===== src/rtl/cv32e40p_irq_collector.sv =====
// rtl/cv32e40p_irq_collector.sv - external interrupt collector feeding the core's irq_i
//
// Synchronises 32 asynchronous interrupt lines and latches them in a PENDING register.
// Each line is either level-sensitive (PENDING follows the synchronised line) or
// rising-edge (PENDING is sticky until acked by the core or cleared by software).
//
// Ports:
//   clk_i         clock, all flops rising-edge
//   rst_i         asynchronous active-high reset
//   irq_src_i     [31:0] asynchronous interrupt source lines
//   irq_o         [31:0] PENDING & ENABLE, driven from flops only
//   irq_ack_i     acknowledge pulse from the core
//   irq_id_i      [4:0] id of the acknowledged interrupt
//   cfg_we_i      register write strobe
//   cfg_addr_i    [1:0] 0=ENABLE 1=EDGE 2=PENDING (W1C) 3=SET (write-only, reads 0)
//   cfg_wdata_i   [31:0] register write data
//   cfg_rdata_o   [31:0] combinational read data
//   missed_cnt_o  [7:0] saturating count of cycles in which an edge was lost

module cv32e40p_irq_collector #(
    parameter int SYNC_STAGES = 2
) (
    input  logic        clk_i,
    input  logic        rst_i,
    input  logic [31:0] irq_src_i,
    output logic [31:0] irq_o,
    input  logic        irq_ack_i,
    input  logic [4:0]  irq_id_i,
    input  logic        cfg_we_i,
    input  logic [1:0]  cfg_addr_i,
    input  logic [31:0] cfg_wdata_i,
    output logic [31:0] cfg_rdata_o,
    output logic [7:0]  missed_cnt_o
);

    localparam logic [1:0] ADDR_ENABLE  = 2'd0;
    localparam logic [1:0] ADDR_EDGE    = 2'd1;
    localparam logic [1:0] ADDR_PENDING = 2'd2;
    localparam logic [1:0] ADDR_SET     = 2'd3;

    logic [SYNC_STAGES-1:0][31:0] sync_q;
    logic [31:0] prev_q;
    logic [31:0] enable_q;
    logic [31:0] edge_q;
    logic [31:0] pend_q;
    logic [7:0]  missed_q;

    logic        wr_enable;
    logic        wr_edge;
    logic        wr_pend;
    logic        wr_set;
    logic [31:0] sync_val;
    logic [31:0] rise;
    logic [31:0] ack_vec;
    logic [31:0] set_vec;
    logic [31:0] clr_vec;
    logic [31:0] edge_pend_nxt;
    logic [31:0] edge_on;
    logic [31:0] pend_nxt;
    logic        miss_hit;

    always_comb begin
        wr_enable     = cfg_we_i && (cfg_addr_i == ADDR_ENABLE);
        wr_edge       = cfg_we_i && (cfg_addr_i == ADDR_EDGE);
        wr_pend       = cfg_we_i && (cfg_addr_i == ADDR_PENDING);
        wr_set        = cfg_we_i && (cfg_addr_i == ADDR_SET);
        sync_val      = sync_q[SYNC_STAGES-1];
        rise          = sync_val & ~prev_q;
        ack_vec       = irq_ack_i ? (32'd1 << irq_id_i) : 32'd0;
        set_vec       = rise | (wr_set ? cfg_wdata_i : 32'd0);
        clr_vec       = ack_vec | (wr_pend ? cfg_wdata_i : 32'd0);
        // Set dominates clear so a fresh edge coinciding with an ack is never lost.
        edge_pend_nxt = set_vec | (pend_q & ~clr_vec);
        // A line switching from level to edge mode starts with a clean PENDING bit.
        edge_on       = wr_edge ? (cfg_wdata_i & ~edge_q) : 32'd0;
        pend_nxt      = ((edge_q & edge_pend_nxt) | (~edge_q & sync_val)) & ~edge_on;
        // Any number of lost edges in one cycle counts as a single miss.
        miss_hit      = |(rise & edge_q & pend_q & ~clr_vec);
    end

    always_ff @(posedge clk_i or posedge rst_i) begin
        if (rst_i) begin
            sync_q   <= '0;
            prev_q   <= '0;
            enable_q <= '0;
            edge_q   <= '0;
            pend_q   <= '0;
            missed_q <= '0;
        end else begin
            if (SYNC_STAGES > 1) begin
                sync_q <= {sync_q[SYNC_STAGES-2:0], irq_src_i};
            end else begin
                sync_q <= irq_src_i;
            end
            prev_q <= sync_val;
            pend_q <= pend_nxt;
            if (wr_enable) begin
                enable_q <= cfg_wdata_i;
            end
            if (wr_edge) begin
                edge_q <= cfg_wdata_i;
            end
            if (wr_pend && (cfg_wdata_i == 32'd0)) begin
                missed_q <= '0;
            end else if (miss_hit && (missed_q != 8'hFF)) begin
                missed_q <= missed_q + 8'd1;
            end
        end
    end

    assign irq_o        = pend_q & enable_q;
    assign missed_cnt_o = missed_q;

    always_comb begin
        cfg_rdata_o = 32'd0;
        case (cfg_addr_i)
            ADDR_ENABLE:  cfg_rdata_o = enable_q;
            ADDR_EDGE:    cfg_rdata_o = edge_q;
            ADDR_PENDING: cfg_rdata_o = pend_q;
            default:      cfg_rdata_o = 32'd0;
        endcase
    end

endmodule


===== config.mk =====
export PLATFORM = sky130hd
export DESIGN_NAME = cv32e40p_irq_collector
export DESIGN_NICKNAME = d
export VERILOG_FILES = /design/src/rtl/cv32e40p_irq_collector.sv
export SDC_FILE = /design/constraint.sdc
export NUM_CORES = 1
export LEC_CHECK = 0
export ABC_AREA = 1
export ABC_CLOCK_PERIOD_IN_PS = 23000
export BUFFER_PORTS_ARGS = -buffer_cell sky130_fd_sc_hd__buf_2
export CAP_MARGIN = 20
export CORE_MARGIN = 1.5
export CORE_UTILIZATION = 61
export CTS_CLUSTER_DIAMETER = 40
export DETAILED_ROUTE_END_ITERATION = 8
export PLACE_DENSITY = 0.93
export SYNTH_ARGS = -nofsm -noshare
export SYNTH_HDL_FRONTEND = slang
export SYNTH_SLANG_ARGS = --single-unit

===== constraint.sdc =====
create_clock -name clk_i -period 23 [get_ports clk_i]
set_clock_uncertainty 0.2 [all_clocks]
set_input_delay 6.9 -clock clk_i [delete_from_list [all_inputs] [get_ports clk_i]]
set_output_delay 6.9 -clock clk_i [all_outputs]
set_load 0.03 [all_outputs]

# After elaboration in Yosys (flattened, before gate mapping)

Cells that the tools add are included.

Register bits: 200
Bits of input ports: 75
Word-level logic and storage cells: 48

Add/subtract/negate cells: 1
Equality and inequality tests: 4
Shift-type cells: 1
Muxes and demuxes: 7
Bitwise gates (word level): 18
Reduce and logical (&&, ||, !) cells: 10

Operator list:

| operator             | number |
|---|---|
| $and 32x32->32       | 10 |
| $mux 32              | 4 |
| $not 32->32          | 4 |
| $or 32x32->32        | 4 |
| $pmux 32 s3          | 1 |
| $logic_not 32->1     | 1 |
| $reduce_or 32->1     | 1 |
| $shl 1x5->32 const A | 1 |
| $mux 8               | 2 |
| $add 8x1->8 const B  | 1 |
| $ne 8x8->1 const B   | 1 |
| $logic_and 1x1->1    | 6 |
| $eq 2x2->1 const B   | 2 |
| $eq 2x1->1 const B   | 1 |
| $logic_not 2->1      | 1 |
| $reduce_bool 2->1    | 1 |

# Longest topological paths before layout

Gate-level depths: netlist of run 1.

Depth after elaboration: 10
Gate-level depth with buffers: 14

# Worst setup path before layout of run 1

OpenSTA, ideal clock, no wires.

Path kind: input to output
Start: in cfg_addr_i[0]
End: out cfg_rdata_o[0]
Data arrival time: 7.843 ns
Setup slack: 8.057 ns
Cell stages on the path: 4
Path buffers: 1
Path through: inv_1 nand2_2 clkbuf_1 o221ai_1

Word-level cells in the longest chain between the ends: 2

Ends and longest elaborated chain:

| element                                  | RTL line | text |
|---|---|---|
| start, declared                          | 30       | `input logic [1:0] cfg_addr_i,` |
| $eq 2x2->1, or another cell as far along | 116      | `case (cfg_addr_i)` |
| $pmux 32 s3 (*)                          | 116      |  |
| end, declared                            | 32       | `output logic [31:0] cfg_rdata_o,` |

Mark *: on every way between the ends. The rest lies on a longest branch, timed or not.

# Final worst setup path of run 1

Same ends and word-level chain as after synthesis.

==> metrics.md, run 1 <==
| Metric | Value |
|---|---|
| Yosys synthesis warning count | `0` |
| Power Total | `0.0009481 W` |
| RSZ-0062 raised after global routing | `no` |
| Site Rows | `44` |
| Crit Path Class | `input pin to output pin` |
| Clk slew on worst S/H paths | `80 ps` |
| Gate Count Post-Synth | `1,062` |
| Arrival @ worst endpoint | `8420 ps` |
| Final worst path period need | `15,520 ps` |
| Initial antenna violation count | `5` |
| Cts hold-fix bufs | `0` |
| Initial DRC count | `roughly 900` |
| IO Pins | `147` |
| Area contributors post-synth | `dfrtp_1 (55%), nand2_1 (8.8%), inv_1 (8.6%)` |
| Die Y | `~120 microns` |
| HPWL Detailed | `16,990 microns` |
| Source of the worst hold timing path | `sync_q[4]` |
| Vias in the first global route | `about 8,000` |
| Worst reg2reg setup slack | `around 21,000 ps` |
| Detail Route Antenna Nets | `0` |
| Detailed Route WL | `~25,000 microns` |
| Via count | `8,105` |
| Synthesized area per cell | `8.516 sq um` |
| Fmax | `64.44 MHz` |
| Nets | `1,276` |
| Final Wtd Congestion | `0.9456` |
| Worst Path Required | `15,900 ps` |
| Clock Latency Late Sink | `450 ps` |
| Sum of negative setup slack | `0 ps` |
| Cells on Worst Hold Path | `0` |
| Area Overhead vs Synth | `16.59%` |
| CORE AREA | `14,480 sq um` |
| Lkg Pwr | `5.543 nW` |
| Worst r2r src | `missed_cnt_o[0]` |
| Hold Fails Final Rpt | `0` |
| Synthesis-stage register bit count | `200` |
| Final period util | `67.47%` |
| Distinct cells, synth | `24` |
| Most common cell after layout, fill and taps aside | `nand2_1` |
| Max cap viols | `0` |
| Residual DRC | `0` |
| Gr ovfl total | `0` |
| H-tree lvl count | `4` |
| Post-CTS setup repair buffer count | `0` |
| Drt pass-1 iters | `5` |
| Die area | `roughly 16,000 sq um` |
| Drt wl/cell | `17.51 microns` |
| Final Max Slew Viols | `0` |
| VDD IR max | `a little under 0.00009 V` |
| TritonCTS Buffers | `17` |
| Slew margin rel. | `a little over a third` |
| CTS Buffer Depth | `2` |
| Hold Crit Class | `flop to flop` |
| Reg-to-reg endpoint | `missed_cnt_o[4]` |
| CTS tree | `built` |
| Hold Path End | `sync_val[4]` |
| CP Capture Type | `output pin` |
| Commonest cells after routing, fill and taps aside | `nand2_1 (212), inv_1 (207), dfrtp_1 (200)` |
| Final setup fails | `0` |
| Gr usage total | `32.45%` |
| Share of cells above drive strength 1 | `15.76%` |
| Initial core utilization | `between 60% and 70%` |
| Status | `finished clean` |
| Leading area contributor after synthesis | `dfrtp_1` |
| Worst Reg2Reg Path Length in Cells | `7` |
| Clock sinks | `200` |
| Pin count of the biggest net entering global routing | `~120` |
| Tightest Pin Transition | `952.0 ps` |
| First-pass GRT wire length | `39,470 microns` |
| Synthesized area | `roughly 9000 sq um` |
| Vias per cell | `5.789` |
| CP max FO | `19` |
| Setup crit start kind | `input pin` |
| Sequential fraction of the synthesis area | `55.34%` |
| CTS Root Cell | `clkbuf_16` |
| Pwr Density | `89.92 nW/um^2` |
| Syn Nets | `1,138` |
| Final Core Density | `between 70 and 80%` |
| Chip width | `124.8 microns` |
| Post-CTS sizing | `0` |
| IO buf count | `146` |
| Yosys top cell area share | `55.34%` |
## through the flow
stage	hold WS [ps]	cells	setup WS, ps	instance area (sq um)
6_report	139.7	1400	7482	10540
5_1_grt	159.4	1399	7367	10540
4_1_cts	147.7	1395	7494	10510
3_5_place_dp	134.7	1364	7521	9908
3_3_place_gp	132.8	1364	7622	9908
2_1_floorplan	131.2	1062	8057	9044
## synthesized netlist by cell type, drive strengths merged
cell,n
o21a,32
ha,1
dfrtp,200
o21ai,64
buf,7
nor3,33
nand3,87
nor4,2
o221ai,32
a31oi,32
a21oi,32
clkbuf,26
xnor2,1
nand2,215
nor2,60
inv,208
xor2,5
nand4,25
## worst max-delay path by stage
stage                  start         endpoint  slack (ps)  depth (start not counted)
2_1_floorplan  cfg_addr_i[0]   cfg_rdata_o[0]        8060                          4
3_3_place_gp   cfg_addr_i[0]  cfg_rdata_o[25]        7620                          7
3_5_place_dp   cfg_addr_i[0]   cfg_rdata_o[0]        7520                          7
4_1_cts        cfg_addr_i[0]   cfg_rdata_o[0]        7490                          7
5_1_grt        cfg_addr_i[0]  cfg_rdata_o[25]        7370                          7
6_report       cfg_addr_i[0]   cfg_rdata_o[0]        7480                          7
## registers in the layout, summed over array words and instances (netlist names)
signal,cells
edge_q,32
enable_q,32
pend_q,32
prev_q,32
sync_q,32
sync_val,32
missed_cnt_o,8
## final cells by class
cell class	count	area (sq um)
flip-flops and latches	200	5005
fillers	1081	3935
multi-input cells	621	3117
repair buffers	152	795.8
inverters	208	788.3
clock buffers	18	439.2
well taps	184	230.2
clock inverters	13	158.9
diodes	4	10.01
## power breakdown
part	switching (W)	internal [W]
combinational	0.000143	0.0000665
clock	0.000138	0.000166
sequential	0.0000390	0.000396
total	0.000320	0.000628
## layer usage
layer  track usage, %  up-vias  share of wire (%)
met5                0        -              0.029
met4            10.89        2                1.8
met3            7.302       37                8.3
met2            52.71      423                 49
met1            43.52     3908                 41
li1                 -     3735                  -
## worst max-delay path, stage by stage
cell	delay, ps
buf_2	130
inv_1	80
nor2_1	50
inv_1	420
buf_4	420
o221ai_1	170
buf_2	220
## logic make-up after synthesis
logic type	share of synthesized area, %
xor gates and xnor gates	0.5811
and+or+nand+nor	20.32
buffers and inverters	10.33
AOI/OAI and AO/OA	13.28
DFF	55.34
adders and majority gates	0.1383
(Power assumes the default switching activity.)
==> inputs of run 2 (changes only) <==
==> config.mk (replaced) <==
export PLATFORM = sky130hd
export DESIGN_NAME = cv32e40p_irq_collector
export DESIGN_NICKNAME = d
export VERILOG_FILES = /design/src/rtl/cv32e40p_irq_collector.sv
export SDC_FILE = /design/constraint.sdc
export NUM_CORES = 1
export LEC_CHECK = 0
export ABC_AREA = 0
export ABC_CLOCK_PERIOD_IN_PS = 14800
export BUFFER_PORTS_ARGS = -buffer_cell sky130_fd_sc_hd__buf_2
export CAP_MARGIN = 20
export CORE_MARGIN = 1.5
export CORE_UTILIZATION = 56
export CTS_CLUSTER_DIAMETER = 40
export DETAILED_ROUTE_END_ITERATION = 8
export PLACE_DENSITY = 0.87
export SYNTH_ARGS = -nofsm -noshare
export SYNTH_HDL_FRONTEND = slang
export SYNTH_SLANG_ARGS = --single-unit
==> constraint.sdc (replaced) <==
create_clock -name clk_i -period 14.8 [get_ports clk_i]
set_clock_uncertainty 0.2 [all_clocks]
set_input_delay 4.44 -clock clk_i [delete_from_list [all_inputs] [get_ports clk_i]]
set_output_delay 4.44 -clock clk_i [all_outputs]
set_load 0.03 [all_outputs]
==> run 2 against run 1 <==
  * Global-route usage fell by 3.8 points
  * Area after synthesis shrank 3.4%
  * Utilization down 5.6 points
  * Wire length fell by 8.9%
  * Power rose by 54%
  * Critical path type unchanged
==> metrics.md, run 2 <==
| Metric | Value |
|---|---|
| Status | `finished clean` |
| Synth Area in Compound Gates | `12.23% (-1.1 points)` |
| Detail Route Antenna Nets | `0 (unchanged)` |
| Via count | `6,853 (-15%)` |
| Post-CTS setup repair buffer count | `0 (unchanged)` |
| Finished Layout Cells | `1,171 (-16%)` |
| Chip width | `127.9 microns (+2.5%)` |
| Final Wtd Congestion | `0.8264 (-13%)` |
| Placed cells | `1,138 (-17%)` |
| Mux cell area share after synthesis | `7.904% (+7.9 points)` |
| Top post-synthesis cells by count | `dfrtp_1 (200), nand2_1 (171), o21ai_0 (101)` |
| Crit path buf inv count | `2 (-3)` |
| Syn Nets | `907 (-20%)` |
| Initial antenna violation count | `0 (-5)` |
| Yosys synthesis warning count | `0 (unchanged)` |
| Ys async rst share | `100.0% (unchanged)` |
| Detailed Route WL | `22,320 microns (-8.9%)` |
| CORE AREA | `15,200 sq um (+5.0%)` |
| Worst-path cell chain | `buf_2 -> nor2b_4 -> nand2_1 -> o21ai_0 -> buf_2` |
| Gr ovfl total | `0 (unchanged)` |
| ANT cells | `0 (-4)` |
| Clock sinks | `200 (unchanged)` |
| Hold Crit Class | `flop to flop` |
| Distinct cells, synth | `44 (+83%)` |
| Drt wl/cell | `19.06 microns (+8.9%)` |
| Area Overhead vs Synth | `17.01%` |
| Lkg Pwr | `5.210 nW (-6.0%)` |
| TritonCTS Buffers | `17 (unchanged)` |
| Final worst path period need | `11,030 ps` |
| Initial core utilization | `57.48% (-5.0 points)` |
| Synthesis-stage register bit count | `200 (unchanged)` |
| Gr usage total | `28.61% (-3.8 points)` |
| Synthesized area | `8738 sq um (-3.4%)` |
| Top_reg_cell synth | `dfrtp_1` |
| Placed Area | `9608 sq um (-3.0%)` |
| Final hold slack | `145.9 ps (+6.133 ps)` |
| Setup crit start kind | `input pin` |
| Combinational share of power | `21.8% (-0.3 points)` |
| Sum of negative setup slack | `0 ps (unchanged)` |
| Area contributors post-synth | `dfrtp_1 (57%), nand2_1 (7.3%), o21ai_0 (5.8%)` |
| CTS Root Cell | `clkbuf_16` |
| Post-synthesis adder-cell area fraction | `0.1432% (+0.0048 points)` |
| CP Capture Type | `output pin` |
| Cts hold-fix bufs | `0 (unchanged)` |
| Leading area contributor after synthesis | `dfrtp_1` |
| Synthesized area per cell | `10.52 sq um (+23%)` |
| Pin count of the biggest net entering global routing | `118 (unchanged)` |
| Sequential share of power | `46.7% (+0.9 points)` |
| Most common cell after layout, fill and taps aside | `dfrtp_1` |
| Gate Count Post-Synth | `831 (-22%)` |
| Share of cells above drive strength 1 | `23.60% (+7.8 points)` |
| Drt pass-1 iters | `6 (+1)` |
| HPWL Detailed | `14,900 microns (-12%)` |
| Max cap viols | `0 (unchanged)` |
| Final setup fails | `0 (unchanged)` |
| Crit Path Class | `input pin to output pin` |
| Pwr Density | `142.4 nW/um^2 (+58%)` |
| XOR/XNOR Fraction of Synth Area | `0.1002% (-0.48 points)` |
| Clock power share | `31.5% (-0.6 points)` |
| Sequential fraction of the synthesis area | `57.27% (+1.9 points)` |
| EDFF count, synth | `0 (unchanged)` |
| Worst Slack Setup Final | `3771 ps (-3711 ps)` |
| Setup WS pre-CTS | `3769 ps (-3753 ps)` |
| CP max FO | `38 (+19)` |
| VDD IR max | `0.00008886 V (+1.1%)` |
| CP peak stage delay | `880 ps (+460 ps)` |
| Clk slew on worst S/H paths | `80 ps (about the same)` |
| Die area | `16,360 sq um (+5.1%)` |
| IO buf count | `146 (unchanged)` |
| Tightest Pin Transition | `1089 ps (+136.9 ps)` |
| Die Y | `127.9 microns (+2.5%)` |
| Top-count cell post-synth | `dfrtp_1` |
| Design Area, Final | `10,220 sq um (-3.0%)` |
| Worst Path Required | `10,160 ps (-5740 ps)` |
| Post-CTS sizing | `0 (unchanged)` |
| Slew margin rel. | `26.85% (-9.5 points)` |
| First-pass GRT wire length | `35,220 microns (-11%)` |
| Vias in the first global route | `6,768 (-14%)` |
| Hold Fails Final Rpt | `0 (unchanged)` |
| Largest family of logic cells by synthesized area | `simple AND/OR/NAND/NOR gates` |
| Yosys top cell area share | `57.27% (+1.9 points)` |
| RSZ-0062 raised after global routing | `no` |
| Residual DRC | `0 (unchanged)` |
| Vias per cell | `5.852 (+1.1%)` |
| Fmax | `90.67 MHz` |
| P_sw | `0.0004843 W (+51%)` |
| CTS tree | `built` |
| Commonest cells after routing, fill and taps aside | `dfrtp_1 (200), nand2_1 (171), buf_2 (146)` |
| IO Pins | `147 (unchanged)` |
| Simple-gate share of the synthesized area | `18.96% (-1.4 points)` |
| Final Max Slew Viols | `0 (unchanged)` |
| Int Power | `0.0009716 W (+55%)` |
| Crit path top cell by count | `buf_2` |
| Initial DRC count | `673 (-24%)` |
| Clock Latency Late Sink | `440 ps (about the same)` |
| CTS Buffer Depth | `2 (unchanged)` |
| Arrival @ worst endpoint | `6390 ps (-2030 ps)` |
| H-tree lvl count | `4 (unchanged)` |
| Nets | `1,046 (-18%)` |
| Switching Share | `33.26% (-0.50 points)` |
| Site Rows | `45 (+2.3%)` |
| Slowest cell on crit path | `nor2b_4` |
| CP top delay family | `simple AND/OR/NAND/NOR gates` |
| Final period util | `74.52%` |
run 2: metrics by stage:
step,total power [W],utilization (%)
after floorplan,0.0008944,-
after global placement,0.0009893,63.20
after detailed placement,0.001001,63.20
after CTS,0.001461,67.08
after global routing,0.001523,67.26
final,0.001456,67.26
run 2: layout make-up:
cell class	instances	area, sq um
flip-flops and latches	200	5005
fillers	1136	4977
multi-input cells	564	3457
repair buffers	153	803.3
clock buffers	18	429.2
well taps	188	235.2
clock inverters	14	160.2
inverters	34	135.1
run 2: power by group through the flow:
stage | combinational, W | sequential, W | clock (W)
2_1_floorplan | 0.000210 | 0.000685 | 0
3_3_place_gp | 0.000305 | 0.000684 | 0
3_5_place_dp | 0.000313 | 0.000688 | 0
4_1_cts | 0.000318 | 0.000678 | 0.000465
5_1_grt | 0.000347 | 0.000690 | 0.000486
6_report | 0.000317 | 0.000680 | 0.000459
run 2: final timing paths:
kind	from	end	slack, ps	cells past startpoint
min reg2reg	sync_q[22]	sync_val[22]	150	0
max reg2reg	pend_q[4]	missed_cnt_o[1]	12170	8
min	sync_q[22]	sync_val[22]	150	0
min in group asynchronous	rst_i	sync_q[2]	3920	2
max in group asynchronous	rst_i	edge_q[6]	9290	4
max	cfg_addr_i[0]	cfg_rdata_o[23]	3770	5
run 2: kinds of logic (layout without fill, tap and decap cells):
family | after synthesis | in the layout
AND/OR/NAND/NOR | 326 | 326
adder cells (fa/ha/maj) | 1 | 1
AO/OA/AOI/OAI | 171 | 171
flip-flops | 200 | 200
buffers and inverters | 67 | 219
XOR/XNOR | 1 | 1
multiplexers | 65 | 65
run 2: routing by layer:
layer,up-vias,GRT usage (%),routed length [microns]
met4,0,10.31,445
met3,43,7.554,1737
met2,272,46.55,10800
li1,3167,-,-
met1,3371,37.23,9343
met5,-,0,0
